`config.mk`:
```
export PLATFORM = sky130hd
export DESIGN_NAME = twowire_dtm_payload_ctrl
export DESIGN_NICKNAME = d
export VERILOG_FILES = /design/src/rtl/twowire_dtm_payload_ctrl.sv
export SDC_FILE = /design/constraint.sdc
export NUM_CORES = 1
export LEC_CHECK = 0
export BUFFER_PORTS_ARGS = -buffer_cell sky130_fd_sc_hd__buf_2
export CAP_MARGIN = 0
export CORE_MARGIN = 5
export CORE_UTILIZATION = 52
export CTS_CLUSTER_DIAMETER = 100
export CTS_CLUSTER_SIZE = 14
export DETAILED_ROUTE_END_ITERATION = 12
export HOLD_SLACK_MARGIN = 0.12
export MAX_ROUTING_LAYER = met4
export PLACE_DENSITY = 0.8
export SYNTH_ARGS = -nofsm -noshare
export SYNTH_HDL_FRONTEND = slang
export SYNTH_SLANG_ARGS = --single-unit
```
`constraint.sdc`:
```
create_clock -name dck -period 1.7 [get_ports dck]
set_input_delay 0.17 -clock dck [delete_from_list [all_inputs] [get_ports dck]]
set_output_delay 0.17 -clock dck [all_outputs]
set_load 0.01 [all_outputs]
```
`src/rtl/twowire_dtm_payload_ctrl.sv`:
```
`timescale 1ns/1ps
// -----------------------------------------------------------------------------
// twowire_dtm_payload_ctrl
//
// Command/payload controller for the DTM serial comms unit. Each framed command
// from the serial unit is decoded and sized. Write payload bits are shifted in
// and read payload bits are shifted out, LSB first. cmd_payload_end flags the
// last payload bit. The block sequences at most one outstanding bus access.
// Side effects (address update, bus launch, CSR write, sticky flags) commit only
// in the check cycle after the last bit, and only if no parity error is seen.
//
// Build option:
//   DTM_PAYLOAD_AUTO_INCR_EN - implements the AINCR (address auto-increment)
//   CSR bit. When it is undefined, AINCR reads 0, writes to it are ignored, and
//   the address never increments.
//
// Parameters:
//   W_CMD   command width (must match the serial unit)
//   W_ADDR  bus address width, 8..32
//
// Ports:
//   dck              in   DTM clock
//   drst             in   synchronous active-high reset
//   connected        in   link connected; low aborts the payload FSM
//   cmd              in   command, valid with cmd_vld
//   cmd_vld          in   command received with good parity (1-cycle pulse)
//   cmd_payload_end  out  current payload bit is the last one (combinational)
//   parity_err       in   command or write-payload parity failure pulse
//   wdata            in   write payload bit, LSB first
//   wdata_vld        in   wdata valid this cycle
//   rdata            out  read payload bit, LSB first
//   rdata_rdy        in   rdata consumed this cycle
//   bus_req          out  bus request, held until bus_ack
//   bus_write        out  1 = write, 0 = read
//   bus_addr         out  byte address
//   bus_wdata        out  write data
//   bus_ack          in   one-cycle completion
//   bus_rdata        in   read data, valid with bus_ack
//   bus_err          in   error response, valid with bus_ack
// -----------------------------------------------------------------------------
module twowire_dtm_payload_ctrl #(
  parameter int W_CMD  = 4,
  parameter int W_ADDR = 32
) (
  input  logic              dck,
  input  logic              drst,
  input  logic              connected,
  input  logic [W_CMD-1:0]  cmd,
  input  logic              cmd_vld,
  output logic              cmd_payload_end,
  input  logic              parity_err,
  input  logic              wdata,
  input  logic              wdata_vld,
  output logic              rdata,
  input  logic              rdata_rdy,
  output logic              bus_req,
  output logic              bus_write,
  output logic [W_ADDR-1:0] bus_addr,
  output logic [31:0]       bus_wdata,
  input  logic              bus_ack,
  input  logic [31:0]       bus_rdata,
  input  logic              bus_err
);

  localparam logic [W_CMD-1:0] CMD_R_STAT = W_CMD'(1);
  localparam logic [W_CMD-1:0] CMD_R_ADDR = W_CMD'(2);
  localparam logic [W_CMD-1:0] CMD_W_ADDR = W_CMD'(3);
  localparam logic [W_CMD-1:0] CMD_R_DATA = W_CMD'(4);
  localparam logic [W_CMD-1:0] CMD_W_DATA = W_CMD'(5);
  localparam logic [W_CMD-1:0] CMD_W_CSR  = W_CMD'(6);

  typedef enum logic [1:0] {
    C_IDLE  = 2'd0,
    C_DATA  = 2'd1,
    C_CHECK = 2'd2
  } state_t;

  state_t              state, state_n;
  logic [W_CMD-1:0]    cmd_q;
  logic [5:0]          cnt;
  logic [31:0]         wshift;
  logic [31:0]         rshift;
  logic [W_ADDR-1:0]   addr;
  logic [31:0]         rbuf;
  logic                parerr, unkcmd, buserr, busyerr, aincr;
  logic [7:0]          stat;

  // Decode / commit strobes
  logic                load, step, commit, launch_ok;
  logic                launch, launch_write;
  logic [W_ADDR-1:0]   launch_addr;
  logic                addr_we;
  logic [W_ADDR-1:0]   addr_n;
  logic                busy_set, unk_set, csr_we;
  logic [31:0]         rload;
  logic [W_ADDR-1:0]   waddr;
  logic [W_ADDR-1:0]   addr_inc;

  // Index of the last payload bit for a command (payload length - 1).
  function automatic logic [5:0] last_bit(input logic [W_CMD-1:0] c);
    logic [5:0] r;
    unique case (c)
      CMD_R_STAT, CMD_W_CSR:   r = 6'd7;
      CMD_R_ADDR, CMD_W_ADDR:  r = 6'(W_ADDR - 1);
      CMD_R_DATA, CMD_W_DATA:  r = 6'd31;
      default:                 r = 6'd0;
    endcase
    return r;
  endfunction

  assign stat     = {2'b00, parerr, unkcmd, aincr, buserr, busyerr, bus_req};
  assign rdata    = rshift[0];
  // Write bits enter at the MSB, so an N-bit payload ends up left-aligned.
  assign waddr    = wshift[31 -: W_ADDR];
  assign addr_inc = addr + W_ADDR'(4);

  // ---------------------------------------------------------------------------
  // Payload FSM: next state and commit decode
  // ---------------------------------------------------------------------------
  always_comb begin
    state_n         = state;
    load            = 1'b0;
    step            = (state == C_DATA) && (wdata_vld || rdata_rdy);
    commit          = 1'b0;
    cmd_payload_end = step && (cnt == 6'd0);

    unique case (state)
      C_IDLE:  if (cmd_vld) begin
                 state_n = C_DATA;
                 load    = 1'b1;
               end
      C_DATA:  if (parity_err)                 state_n = C_IDLE;
               else if (step && cnt == 6'd0)   state_n = C_CHECK;
      C_CHECK: begin
                 state_n = C_IDLE;
                 commit  = !parity_err;
               end
      default: state_n = C_IDLE;
    endcase

    // Loss of link drops any payload in progress; bus traffic is unaffected.
    if (!connected) begin
      state_n = C_IDLE;
      load    = 1'b0;
      commit  = 1'b0;
    end
  end

  always_comb begin
    launch_ok    = !bus_req || bus_ack;
    launch       = 1'b0;
    launch_write = 1'b0;
    launch_addr  = addr;
    addr_we      = 1'b0;
    addr_n       = addr;
    busy_set     = 1'b0;
    unk_set      = 1'b0;
    csr_we       = 1'b0;

    if (commit) begin
      unique case (cmd_q)
        CMD_W_ADDR: begin
          if (launch_ok) begin
            // New address plus a prefetch read so R_DATA has data ready.
            launch      = 1'b1;
            launch_addr = waddr;
            addr_we     = 1'b1;
            addr_n      = waddr;
          end else begin
            busy_set = 1'b1;
          end
        end
        CMD_W_DATA: begin
          if (launch_ok) begin
            launch       = 1'b1;
            launch_write = 1'b1;
            launch_addr  = addr;
            addr_we      = aincr;
            addr_n       = addr_inc;
          end else begin
            busy_set = 1'b1;
          end
        end
        CMD_R_DATA: begin
          // The data just shifted out came from rbuf; this read refills it.
          if (launch_ok) begin
            launch      = 1'b1;
            launch_addr = aincr ? addr_inc : addr;
            addr_we     = aincr;
            addr_n      = addr_inc;
          end else begin
            busy_set = 1'b1;
          end
        end
        CMD_W_CSR:              csr_we  = 1'b1;
        CMD_R_STAT, CMD_R_ADDR: ;
        default:                unk_set = 1'b1;
      endcase
    end

    unique case (cmd)
      CMD_R_STAT: rload = 32'(stat);
      CMD_R_ADDR: rload = 32'(addr);
      CMD_R_DATA: rload = rbuf;
      default:    rload = 32'd0;
    endcase
  end

  // ---------------------------------------------------------------------------
  // State register
  // ---------------------------------------------------------------------------
  always_ff @(posedge dck) begin
    if (drst) state <= C_IDLE;
    else      state <= state_n;
  end

  // ---------------------------------------------------------------------------
  // Payload shifters, bit counter, address register
  // ---------------------------------------------------------------------------
  always_ff @(posedge dck) begin
    if (drst) begin
      cmd_q  <= '0;
      cnt    <= '0;
      wshift <= '0;
      rshift <= '0;
      addr   <= '0;
    end else begin
      if (load) begin
        cmd_q  <= cmd;
        cnt    <= last_bit(cmd);
        rshift <= rload;
      end else if (step) begin
        if (wdata_vld) wshift <= {wdata, wshift[31:1]};
        if (rdata_rdy) rshift <= {1'b0, rshift[31:1]};
        if (cnt != 6'd0) cnt <= cnt - 6'd1;
      end
      if (addr_we) addr <= addr_n;
    end
  end

  // ---------------------------------------------------------------------------
  // Sticky status flags (sets take priority over a CSR clear)
  // ---------------------------------------------------------------------------
  always_ff @(posedge dck) begin
    if (drst) begin
      parerr  <= 1'b0;
      unkcmd  <= 1'b0;
      buserr  <= 1'b0;
      busyerr <= 1'b0;
    end else begin
      if (csr_we && wshift[25]) begin
        parerr  <= 1'b0;
        unkcmd  <= 1'b0;
        buserr  <= 1'b0;
        busyerr <= 1'b0;
      end
      if (parity_err)                    parerr  <= 1'b1;
      if (unk_set)                       unkcmd  <= 1'b1;
      if (busy_set)                      busyerr <= 1'b1;
      if (bus_req && bus_ack && bus_err) buserr  <= 1'b1;
    end
  end

`ifdef DTM_PAYLOAD_AUTO_INCR_EN
  // CSR byte sits in wshift[31:24]; bit0 is AINCR.
  always_ff @(posedge dck) begin
    if (drst)        aincr <= 1'b0;
    else if (csr_we) aincr <= wshift[24];
  end
`else
  assign aincr = 1'b0;
`endif

  // ---------------------------------------------------------------------------
  // Bus master: one outstanding access; a launch in the ack cycle chains
  // straight into the next request.
  // ---------------------------------------------------------------------------
  always_ff @(posedge dck) begin
    if (drst) begin
      bus_req   <= 1'b0;
      bus_write <= 1'b0;
      bus_addr  <= '0;
      bus_wdata <= '0;
      rbuf      <= '0;
    end else begin
      if (bus_req && bus_ack) begin
        bus_req <= 1'b0;
        if (!bus_write) rbuf <= bus_rdata;
      end
      if (launch) begin
        bus_req   <= 1'b1;
        bus_write <= launch_write;
        bus_addr  <= launch_addr;
        if (launch_write) bus_wdata <= wshift;
      end
    end
  end

endmodule

```
After elaboration in Yosys (flattened, before gate mapping) --
Index checks and enable logic that the tools add are counted.
Storage, ports and cells: flip-flop bits (word level) 210, latch bits 0, bits in writable memories 0, ROM bits 0, input port bits 46, output and inout port bits 68, memories 0
Operators by class: add/subtract/negate cells 2, multipliers 0, divide/modulo/power cells 0, magnitude comparators 0, equal/unequal tests 17, shift operators 0, muxes and demuxes 43, bitwise operators 3, reductions and logical operators 34
Operator list (number):
- $mux W32 | 7
- $pmux W32 S3 | 1
- $pmux W32 S2 | 1
- $add A32 B3 Y32 const B | 1
- $mux W1 | 26
- $eq A4 B3 Y1 const B | 6
- $mux W6 | 3
- $reduce_bool A2 Y1 | 9
- $eq A4 B2 Y1 const B | 4
- $pmux W5 S2 | 1
- $reduce_and A2 Y1 | 5
- $eq A4 B1 Y1 const B | 2
- $logic_not A6 Y1 | 1
- $mux W2 | 3
- $reduce_bool A6 Y1 | 1
- $reduce_or A2 Y1 | 3
- $reduce_or A6 Y1 | 1
- $sub A6 B1 Y6 const B | 1
- $logic_and A1 B1 Y1 | 5
- $pmux W2 S2 | 1
- $reduce_and A4 Y1 | 1
- $reduce_or A4 Y1 | 1
- $ne A3 B3 Y1 const B | 1
- $not A1 Y1 | 3
- other kinds (9) | 11

Depth between registers and ports, before layout --
Gate-level depths: netlist of the first run.
word-level depth 7, gate-level depth with buffers 7

Worst setup path after synthesis of the first run --
OpenSTA, ideal clock, no wires.
kind flip-flop to flip-flop, from register cnt[0], to register state[0], data arrival time 1.629 ns, data required time 1.576 ns, path slack -0.053 ns, cell stages (with the launch flop) 7, buffers on the path 0, clock period less this slack 1.753 ns, cell sequence dfxtp_1 -> inv_1 -> ha_1 -> or4b_1 -> nor4_2 -> or3b_2 -> a211oi_1
Between the ends: longest elaborated chain between the ends 4
RTL lines:
- from (decl) | RTL line 80 | logic [5:0] cnt;
- from (signal assigned) | RTL line 230 | cnt <= last_bit(cmd);
- from (signal assigned) | RTL line 235 | if (cnt != 6'd0) cnt <= cnt - 6'd1;
- $logic_not A6 Y1
- $logic_and A1 B1 Y1
- via cmd_payload_end | RTL line 50 | output logic cmd_payload_end,
- $ne A3 B3 Y1 (no source line)
- $reduce_and A2 Y1 (no source line)
- to (signal assigned) | RTL line 214 | else state <= state_n;
- to (decl) | RTL line 78 | state_t state, state_n;
The timed path passes the listed nets, and every way through them passes these cells. A chain may end at the register's enable or synchronous reset.

Worst setup path after layout of the first run --
from register cnt[0], to output port cmd_payload_end
Between the ends: longest elaborated chain between the ends 2
RTL lines:
- $logic_not A6 Y1 | RTL line 125 | cmd_payload_end = step && (cnt == 6'd0);
- $logic_and A1 B1 Y1 | RTL line 125
- to (decl) | RTL line 50
No other way between the ends.

==> results of run 1 <==
==> state kept, by name, indices dropped and copies added, names as in the netlist <==
signal     count
addr          32
bus_addr      32
bus_wdata     32
rbuf          32
rshift        32
waddr         32
cnt            6
cmd_q          4
state          2
bus_req        1
bus_write      1
buserr         1
busyerr        1
parerr         1
unkcmd         1
==> per-layer routing <==
layer / track usage (%) / vias up / wire length [um]
met3: 3.21 / 55 / 1480
met5: - / - / 0
met2: 39.5 / 302 / 11500
li1: - / 3960 / -
met4: 8.14 / 0 / 777
met1: 32.1 / 3849 / 10200
==> worst max path at each step <==
stage                            to  cells after the start
floorplan                    cnt[4]                      6
global placement           state[0]                      6
detailed placement         state[0]                      6
CTS                 cmd_payload_end                      5
global route        cmd_payload_end                      5
finish              cmd_payload_end                      5
==> through the flow <==
step / power (uW) / instance area, sq um / hold WS, ns / TNS, ns / worst slack (ns)
2_1_floorplan: 5450 / 8620 / 0.287 / 0 / 0.0965
3_3_place_gp: 5650 / 9650 / 0.411 / 0 / 0.0556
3_5_place_dp: 5660 / 9650 / 0.417 / -0.0108 / -0.0108
4_1_cts: 9350 / 10600 / 0.153 / -0.390 / -0.390
5_1_grt: 9620 / 10700 / 0.188 / -0.416 / -0.399
6_report: 9320 / 10700 / 0.163 / -0.307 / -0.307
==> where the power goes <==
part	total (uW)	switching (uW)	internal [uW]
Sequential	5010	38.1	4970
Combinational	667	358	310
Clock	3650	1680	1970
==> area by class of cell <==
type	instances	area [sq um]
fill	1332	5700
sequential	210	4210
clock buffer	19	475
inverter	5	18.8
tap	220	275
timing repair buffer	209	1640
multi-input combinational	761	4090
==> worst max-delay path, delay by kind of cell (launching register included) <==
family / cells / cell delay [ns]
buf+inv: 2 / 0.26
simple gates: 2 / 0.64
flops: 1 / 0.32
fa+ha+maj: 1 / 0.13
==> what timing repair did <==
| action | in CTS | in global routing |
|---|---|---|
| hold buffers | 42 | 0 |
| pin swaps | 2 | 11 |
| setup endpoints to repair | 4 | 48 |
| resized for setup | 11 | 17 |
| endpoints found under the hold margin | 55 | 0 |
| cloned | 0 | 1 |
| setup buffers | 4 | 1 |
==> Yosys cell counts, types with 9 or more instances <==
library cell	count
clkbuf_1	52
a21oi_1	177
buf_2	29
a311oi_1	20
o211ai_1	33
a211oi_1	15
dfxtp_1	210
nor3_1	9
a221o_1	26
nor2_1	47
nand2_1	335
nand3b_1	11
==> kinds of logic (layout without fill, tap and decap cells) <==
logic type,Yosys count,count (layout),share of synthesized area (%)
fa+ha+maj,3,3,0.436
mux,2,2,0.233
xor+xnor,2,2,0.204
buf+inv,96,233,5.00
compound gates,305,305,22.7
simple gates,449,449,22.6
flops,210,210,48.8
==> flow_metrics.py, run 1 <==
metrics = {
    "synthesis": {
        "synth_area_per_cell_sq_um": 8.07,
        "ys_top_cells_by_area": "dfxtp_1 (49%), nand2_1 (15%), a21oi_1 (10%), a221o_1 (3.0%), o211ai_1 (2.9%)",
        "synth_fp_nets": 1116,
        "ys_types": 54,
        "yosysSeqAreaShare_pct": 48.8,
        "syn_area_sq_um": 8610,
        "ys_ff_latch": 210,
        "yosysWarnings": 0,
        "synth_edf_count": 0,
        "ys.flop_type": "dfxtp_1",
        "synth_top_area_share_pct": 48.8,
        "synthesis.instances": 1067,
        "synth-async-reset-ratio_pct": 0,
        "synth_top_cell_by_area": "dfxtp_1",
    },
    "die": {
        "die_area_sq_um": 19200,
        "start_util_pct": 52.5,
        "fp-row-count": 47,
        "dieHeight_um": 139,
        "coreArea_sq_um": 16400,
        "num_io_pins": 114,
        "die_w_um": 139,
    },
    "hold_path": {
        "min_from": "rdata_rdy",
        "min_path_cells": 4,
        "hold_end": "cnt[2]",
        "hp-class": "in -> reg",
    },
    "detailed_routing": {
        "vias": 8166,
        "ant_nets": 0,
        "routed_wl_mm": 24.0,
        "firstDrtPassIters": 6,
        "vias_per_cell": 5.73,
        "wl_per_cell_um": 16.8,
        "post-route-drc-count": 0,
        "drt_iter0_drc": 695,
    },
    "setup_path": {
        "worst_setup_path_end_kind": "output port",
        "r2r-start": "state[1]",
        "worstPathMaxFanout": 2,
        "worstPathCellList": "inv_2, ha_4, or4b_4, nor4_4, buf_2",
        "max_stage_delay_ns": 0.47,
        "rrSetupSlack_ns": 0.05,
        "crit_arrival_ns": 1.84,
        "worstSetupPathType": "reg -> out",
        "required_ns": 1.53,
        "start_kind": "flip-flop",
        "worstRegToRegCells": 4,
        "cp-startpoint": "cnt[0]",
        "reg2reg_to": "bus_addr[6]",
        "crit_slowest_cell": "or4b_4",
    },
    "sta": {
        "setup_slack_ns": -0.307,
        "fmax_mhz": 498,
        "finalSetupViolCount": 1,
        "slew_headroom_pct": 57.6,
        "fin_crit_ns": 2.01,
        "hold_viol": 0,
        "post-route-period-util_pct": 118,
        "finalMaxSlewViolations": 0,
        "tightest_slew_ns": 0.636,
        "fin_worst_skew_ns": 0.0110,
        "rsz0062_at_grt": "yes",
    },
    "global_route": {
        "grt_max_degree": 73,
        "grt_pass1_wl_mm": 39.0,
        "grt-ovfl-total": 0,
        "grt_pass1_vias": 7705,
        "gr-usage-all-layers_pct": 24.5,
        "antenna_found_initial": 0,
    },
    "cells_and_area": {
        "nets": 1254,
        "antenna_cells": 0,
        "stdcell_count": 1424,
        "layout_common_cells": "nand2_1 (335), dfxtp_1 (205), a21oi_1 (176)",
        "final_common_cell": "nand2_1",
        "area_growth_pct": 24.3,
        "drive_gt1_share_pct": 18.0,
        "final_core_util_pct": 65.2,
    },
    "placed_design": {
        "portBuffers": 113,
        "routabilityCongestion": 0.891,
        "place_inst": 1357,
        "dpl.hpwl_mm": 15.3,
    },
    "job": {
        "cap_violations": 0,
    },
    "clock_tree": {
        "cts_sinks": 210,
        "clkLatencyLatePin_ns": 0.48,
        "numCtsBuffers": 18,
        "clk_pin_slew_ns": 0.07,
        "cts_max_path_buffers": 3,
        "cts_tree": "built",
        "root_buffer": "clkbuf_16",
        "htreeDepth": 1,
    },
    "run_status": {
        "violations": "negative setup slack",
        "status": "complete, but fails checks",
    },
    "power": {
        "power_density_nw_per_um2": 871,
        "ir_worst_vdd_v": 0.000576,
        "leakagePower_uw": 0.00384,
    },
}
(Power assumes the default switching activity.)
==> inputs of run 2 (changes only) <==
Settings changed: CORE_UTILIZATION 52 to 54, CTS_BUF_LIST set to sky130_fd_sc_hd__clkbuf_2 sky130_fd_sc_hd__clkbuf_4 sky130_fd_sc_hd__clkbuf_8, PLACE_DENSITY 0.8 to 0.82, SLEW_MARGIN set to 40.
==> run 2 against run 1 <==
Count of clock-buffer cells in the layout unchanged; critical path type unchanged; clock skew rose by 0.0098 ns; fmax decreased by 1.4%; sequential share of layout area increased by 0.88 points; register-to-register slack got worse by 0.04 ns; largest cell class unchanged; the run still ends with negative setup slack left; worst hold slack improved by 0.28 ns; cell count down 0.49%; design area fell by 2.1%; clock power fell by 31%; combinational power hardly changed.
==> flow_metrics.py, run 2 (same netlist as run 1, synthesis figures left out) <==
metrics = {
    "power": {
        "power_frac_seq_pct": 61.1,
        "p_clk_share_pct": 30.7,
        "leakagePower_uw": 0.00372,
        "p_sw_share_pct": 23.3,
        "cell_internal_pwr_uw": 6280,
        "power_uw": 8190,
        "pwr-share-comb_pct": 8.2,
        "power_density_nw_per_um2": 781,
        "p_switching_uw": 1910,
        "ir_worst_vdd_v": 0.000556,
    },
    "sta": {
        "tns_ns": -0.335,
        "fin_crit_ns": 2.04,
        "tightest_slew_ns": 0.612,
        "rsz0062_at_grt": "yes",
        "finalSetupViolCount": 1,
        "fmax_mhz": 491,
        "slew_headroom_pct": 59.2,
        "fin_worst_skew_ns": 0.0208,
        "hold_viol": 0,
        "finalMaxSlewViolations": 0,
        "setup_slack_ns": -0.335,
        "post-route-period-util_pct": 120,
    },
    "cells_and_area": {
        "antenna_cells": 0,
        "layout_common_cells": "nand2_1 (335), dfxtp_1 (204), a21oi_1 (176)",
        "final_common_cell": "nand2_1",
        "seqCellArea_sq_um": 4210,
        "nets": 1251,
        "drive_gt1_share_pct": 18.2,
        "fillerInstances": 1326,
        "multi_input_area_sq_um": 4120,
        "area_growth_pct": 21.7,
        "final_core_util_pct": 66.4,
    },
    "global_route": {
        "antenna_found_initial": 0,
        "grt_pass1_vias": 7584,
        "grt-ovfl-total": 0,
        "gr-usage-all-layers_pct": 25.4,
        "grt_pass1_wl_mm": 37.5,
        "grt_max_degree": 73,
    },
    "placed_design": {
        "portBuffers": 113,
        "routabilityCongestion": 0.906,
        "dpl.hpwl_mm": 15.1,
    },
    "setup_path": {
        "worstSetupPathType": "reg -> out",
        "critPathBufInv": 2,
        "crit_slowest_cell": "or4b_4",
        "crit_arrival_ns": 1.87,
        "start_kind": "flip-flop",
        "max_stage_delay_ns": 0.48,
        "path_delay_family": "simple AND/OR/NAND/NOR gates",
        "worstPathMaxFanout": 2,
        "worst_setup_path_end_kind": "output port",
        "required_ns": 1.53,
        "worstPathCellList": "inv_2, ha_4, or4b_4, nor4_4, buf_2",
    },
    "clock_tree": {
        "clkLatencyLatePin_ns": 0.50,
        "cts_max_path_buffers": 3,
        "root_buffer": "clkbuf_8",
        "numCtsBuffers": 18,
        "cts_tree": "built",
        "htreeDepth": 1,
        "cts_sinks": 210,
        "clk_pin_slew_ns": 0.09,
    },
    "die": {
        "dieHeight_um": 136,
        "fp-row-count": 46,
        "start_util_pct": 54.6,
        "die_w_um": 136,
        "num_io_pins": 114,
        "die_area_sq_um": 18600,
        "coreArea_sq_um": 15800,
    },
    "detailed_routing": {
        "vias": 8178,
        "drt_iter0_drc": 798,
        "ant_nets": 0,
        "firstDrtPassIters": 5,
        "wl_per_cell_um": 16.8,
        "vias_per_cell": 5.77,
        "routed_wl_mm": 23.8,
        "post-route-drc-count": 0,
    },
    "hold_path": {
        "hp-class": "in -> reg",
    },
    "run_status": {
        "violations": "negative setup slack",
        "status": "complete, but fails checks",
    },
    "job": {
        "cap_violations": 0,
    },
}
## run 2: cell count changes in the layout (fill, tap and decap cells not counted), sizes merged
| cell | change |
|---|---|
| buf | -6 |
| dlygate4sd3 | +3 |
## run 2: worst paths after layout
path / slack [ns] / cells after the start / endpoint / start
worst max-delay path: -0.34 / 5 / cmd_payload_end / cnt[0]
worst min-delay path: 0.44 / 4 / rbuf[28] / bus_rdata[28]
worst max register to register: 0.01 / 5 / bus_addr[8] / state[0]
worst min register to register: 0.45 / 2 / bus_wdata[28] / bus_wdata[28]
## run 2: power groups by stage
stage	combinational [uW]	clock [uW]	sequential, uW
detailed placement	532	0	5120
global placement	524	0	5110
CTS	636	2580	5000
global route	727	2750	5010
floorplan	345	0	5110
finish	669	2510	5000
## run 2: routing by layer
metal	GRT usage [%]	routed length, um	up-vias
met5	-	0	-
met1	31.8	10000	3873
li1	-	-	3946
met3	3.29	1480	48
met2	42.7	11600	311
met4	8.29	650	0
## run 2: worst reg2reg max path, cell delays in order (launching register included)
cell and delay (ns):
dfxtp_1 0.37, and4bb_4 0.43, o211a_4 0.26, buf_12 0.16, nor2_1 0.07, a311oi_2 0.29
## run 2: layout make-up
cell class / instances / share of cell area (%)
multi-input combinational: 761 / 39.3
timing repair buffer: 206 / 15.2
inverter: 5 / 0.179
sequential: 210 / 40.2
tap: 216 / 2.58
clock buffer: 19 / 2.50
## run 2: per-stage QoR
stage | std cells | setup slack, ns | area [sq um] | hold slack [ns]
floorplan | 1067 | 0.0965 | 8620 | 0.287
global placement | 1346 | 0.0459 | 9550 | 0.414
detailed placement | 1346 | -0.0158 | 9550 | 0.417
CTS | 1415 | -0.411 | 10400 | 0.432
global route | 1417 | -0.404 | 10500 | 0.425
finish | 1417 | -0.335 | 10500 | 0.445
## run 2: what timing repair did
action                                  in CTS  in global routing
endpoints found under the hold margin       54                  0
hold buffers                                45                  0
cloned                                       1                  1
pin swaps                                    1                  4
buffers inserted                             4                  1
endpoints found under the setup margin      28                 18
gates resized for setup                     16                 19
==> inputs of run 3 (changes only) <==
Settings changed: TNS_END_PERCENT set to 1.
==> run 3 against run 2 <==
The run still ends with negative setup slack left; flip-flop and latch count did not move; clock skew fell by 0.0013 ns; routed wire length fell by 2.1%; total power fell by 0.12%; clock power barely moved; non-clock buffer count fell by 2; worst hold slack got worse by 0.038 ns; critical path depth did not move; fmax rose by 0.58%; combinational power fell by 0.7%; core utilization fell by 0.72 points; critical path type unchanged.
==> flow_metrics.py, run 3 (same netlist as run 1, synthesis figures left out) <==
metrics = {
    "die": {
        "die_area_sq_um": 18600,
        "die_w_um": 136,
        "num_io_pins": 114,
        "start_util_pct": 54.6,
        "dieHeight_um": 136,
        "coreArea_sq_um": 15800,
        "fp-row-count": 46,
    },
    "sta": {
        "post-route-period-util_pct": 119,
        "setup_slack_ns": -0.323,
        "fmax_mhz": 494,
        "hold_viol": 0,
        "slew_headroom_pct": 58.8,
        "finalMaxSlewViolations": 0,
        "rsz0062_at_grt": "yes",
        "timing.hold.ws_ns": 0.407,
        "finalSetupViolCount": 26,
        "fin_worst_skew_ns": 0.0195,
        "tns_ns": -1.40,
        "fin_crit_ns": 2.02,
        "tightest_slew_ns": 0.618,
    },
    "global_route": {
        "grt_pass1_vias": 7578,
        "grt_pass1_wl_mm": 37.3,
        "antenna_found_initial": 0,
        "grt-ovfl-total": 0,
        "grt_max_degree": 73,
        "gr-usage-all-layers_pct": 25.1,
    },
    "detailed_routing": {
        "vias": 8088,
        "ant_nets": 0,
        "post-route-drc-count": 0,
        "vias_per_cell": 5.72,
        "firstDrtPassIters": 5,
        "routed_wl_mm": 23.3,
        "wl_per_cell_um": 16.5,
        "drt_iter0_drc": 735,
    },
    "clock_tree": {
        "htreeDepth": 1,
        "cts_sinks": 210,
        "root_buffer": "clkbuf_8",
        "clk_pin_slew_ns": 0.10,
        "clkLatencyLatePin_ns": 0.50,
        "cts_tree": "built",
        "cts_max_path_buffers": 3,
        "numCtsBuffers": 18,
    },
    "hold_path": {
        "hp-class": "in -> reg",
    },
    "placed_design": {
        "routabilityCongestion": 0.906,
        "dpl.hpwl_mm": 15.1,
        "dp_slack_ns": -0.0158,
        "portBuffers": 113,
    },
    "cells_and_area": {
        "nets": 1249,
        "layout_common_cells": "nand2_1 (335), dfxtp_1 (208), a21oi_1 (176)",
        "antenna_cells": 0,
        "area_growth_pct": 20.4,
        "final_common_cell": "nand2_1",
        "final_core_util_pct": 65.7,
        "drive_gt1_share_pct": 17.3,
        "fillerInstances": 1344,
    },
    "power": {
        "power_density_nw_per_um2": 789,
        "p_sw_share_pct": 23.3,
        "power_uw": 8180,
        "pwr-share-comb_pct": 8.1,
        "cell_internal_pwr_uw": 6270,
        "leakagePower_uw": 0.00370,
        "power_frac_seq_pct": 61.2,
        "p_clk_share_pct": 30.7,
        "p_switching_uw": 1900,
        "ir_worst_vdd_v": 0.000556,
    },
    "run_status": {
        "violations": "negative setup slack",
        "status": "complete, but fails checks",
    },
    "setup_path": {
        "start_kind": "flip-flop",
        "worst_setup_path_end_kind": "output port",
        "worstSetupPathType": "reg -> out",
        "worstPathMaxFanout": 2,
        "required_ns": 1.53,
        "crit_arrival_ns": 1.85,
    },
    "job": {
        "cap_violations": 0,
    },
}
-- run 3: cell type report --
cell class	count	area, sq um	share of cell area, %
Clock buffer	19	262	2.52
Tap cell	216	270	2.61
Sequential cell	210	4210	40.6
Timing Repair Buffer	204	1540	14.9
Multi-Input combinational cell	761	4060	39.2
Inverter	5	18.8	0.181
-- run 3: timing repair --
item / 4_1_cts / 5_1_grt
endpoints found under the hold margin: 54 / 0
cloned: 0 / 0
resized for setup: 10 / 9
endpoints found under the setup margin: 28 / 48
setup buffers: 4 / 1
pin swaps: 1 / 2
hold buffers: 45 / 0
-- run 3: worst paths after layout --
check	startpoint	endpoint	slack (ns)	cells after the start
worst min register to register	bus_wdata[29]	bus_wdata[29]	0.45	2
worst max register to register	cmd_q[2]	bus_addr[11]	-0.12	5
worst max-delay path	cnt[0]	cmd_payload_end	-0.32	5
worst min-delay path	parity_err	unkcmd	0.41	5
-- run 3: power groups by stage --
stage	sequential, uW	combinational [uW]	clock, uW
finish	5000	664	2510
global route	5010	721	2750
CTS	5000	635	2580
detailed placement	5120	532	0
global placement	5110	524	0
floorplan	5110	345	0
-- run 3: critical path, cell delays in order, from the launching register on --
cell	delay [ns]
dfxtp_2	0.33
inv_2	0.07
ha_4	0.13
or4b_4	0.49
nor4_4	0.16
buf_2	0.17
-- run 3: through the flow --
stage,cell area [sq um],instances
global placement,9550,1346
CTS,10300,1414
global route,10400,1415
floorplan,8620,1067
finish,10400,1415
detailed placement,9550,1346
-- run 3: metal layers --
metal | vias up | global-route usage, % | part of all wire, %
li1 | 3945 | - | -
met1 | 3819 | 31.3 | 43
met2 | 267 | 42.4 | 49
met3 | 57 | 3.37 | 5.6
met4 | 0 | 8.06 | 3.0
met5 | - | - | 0
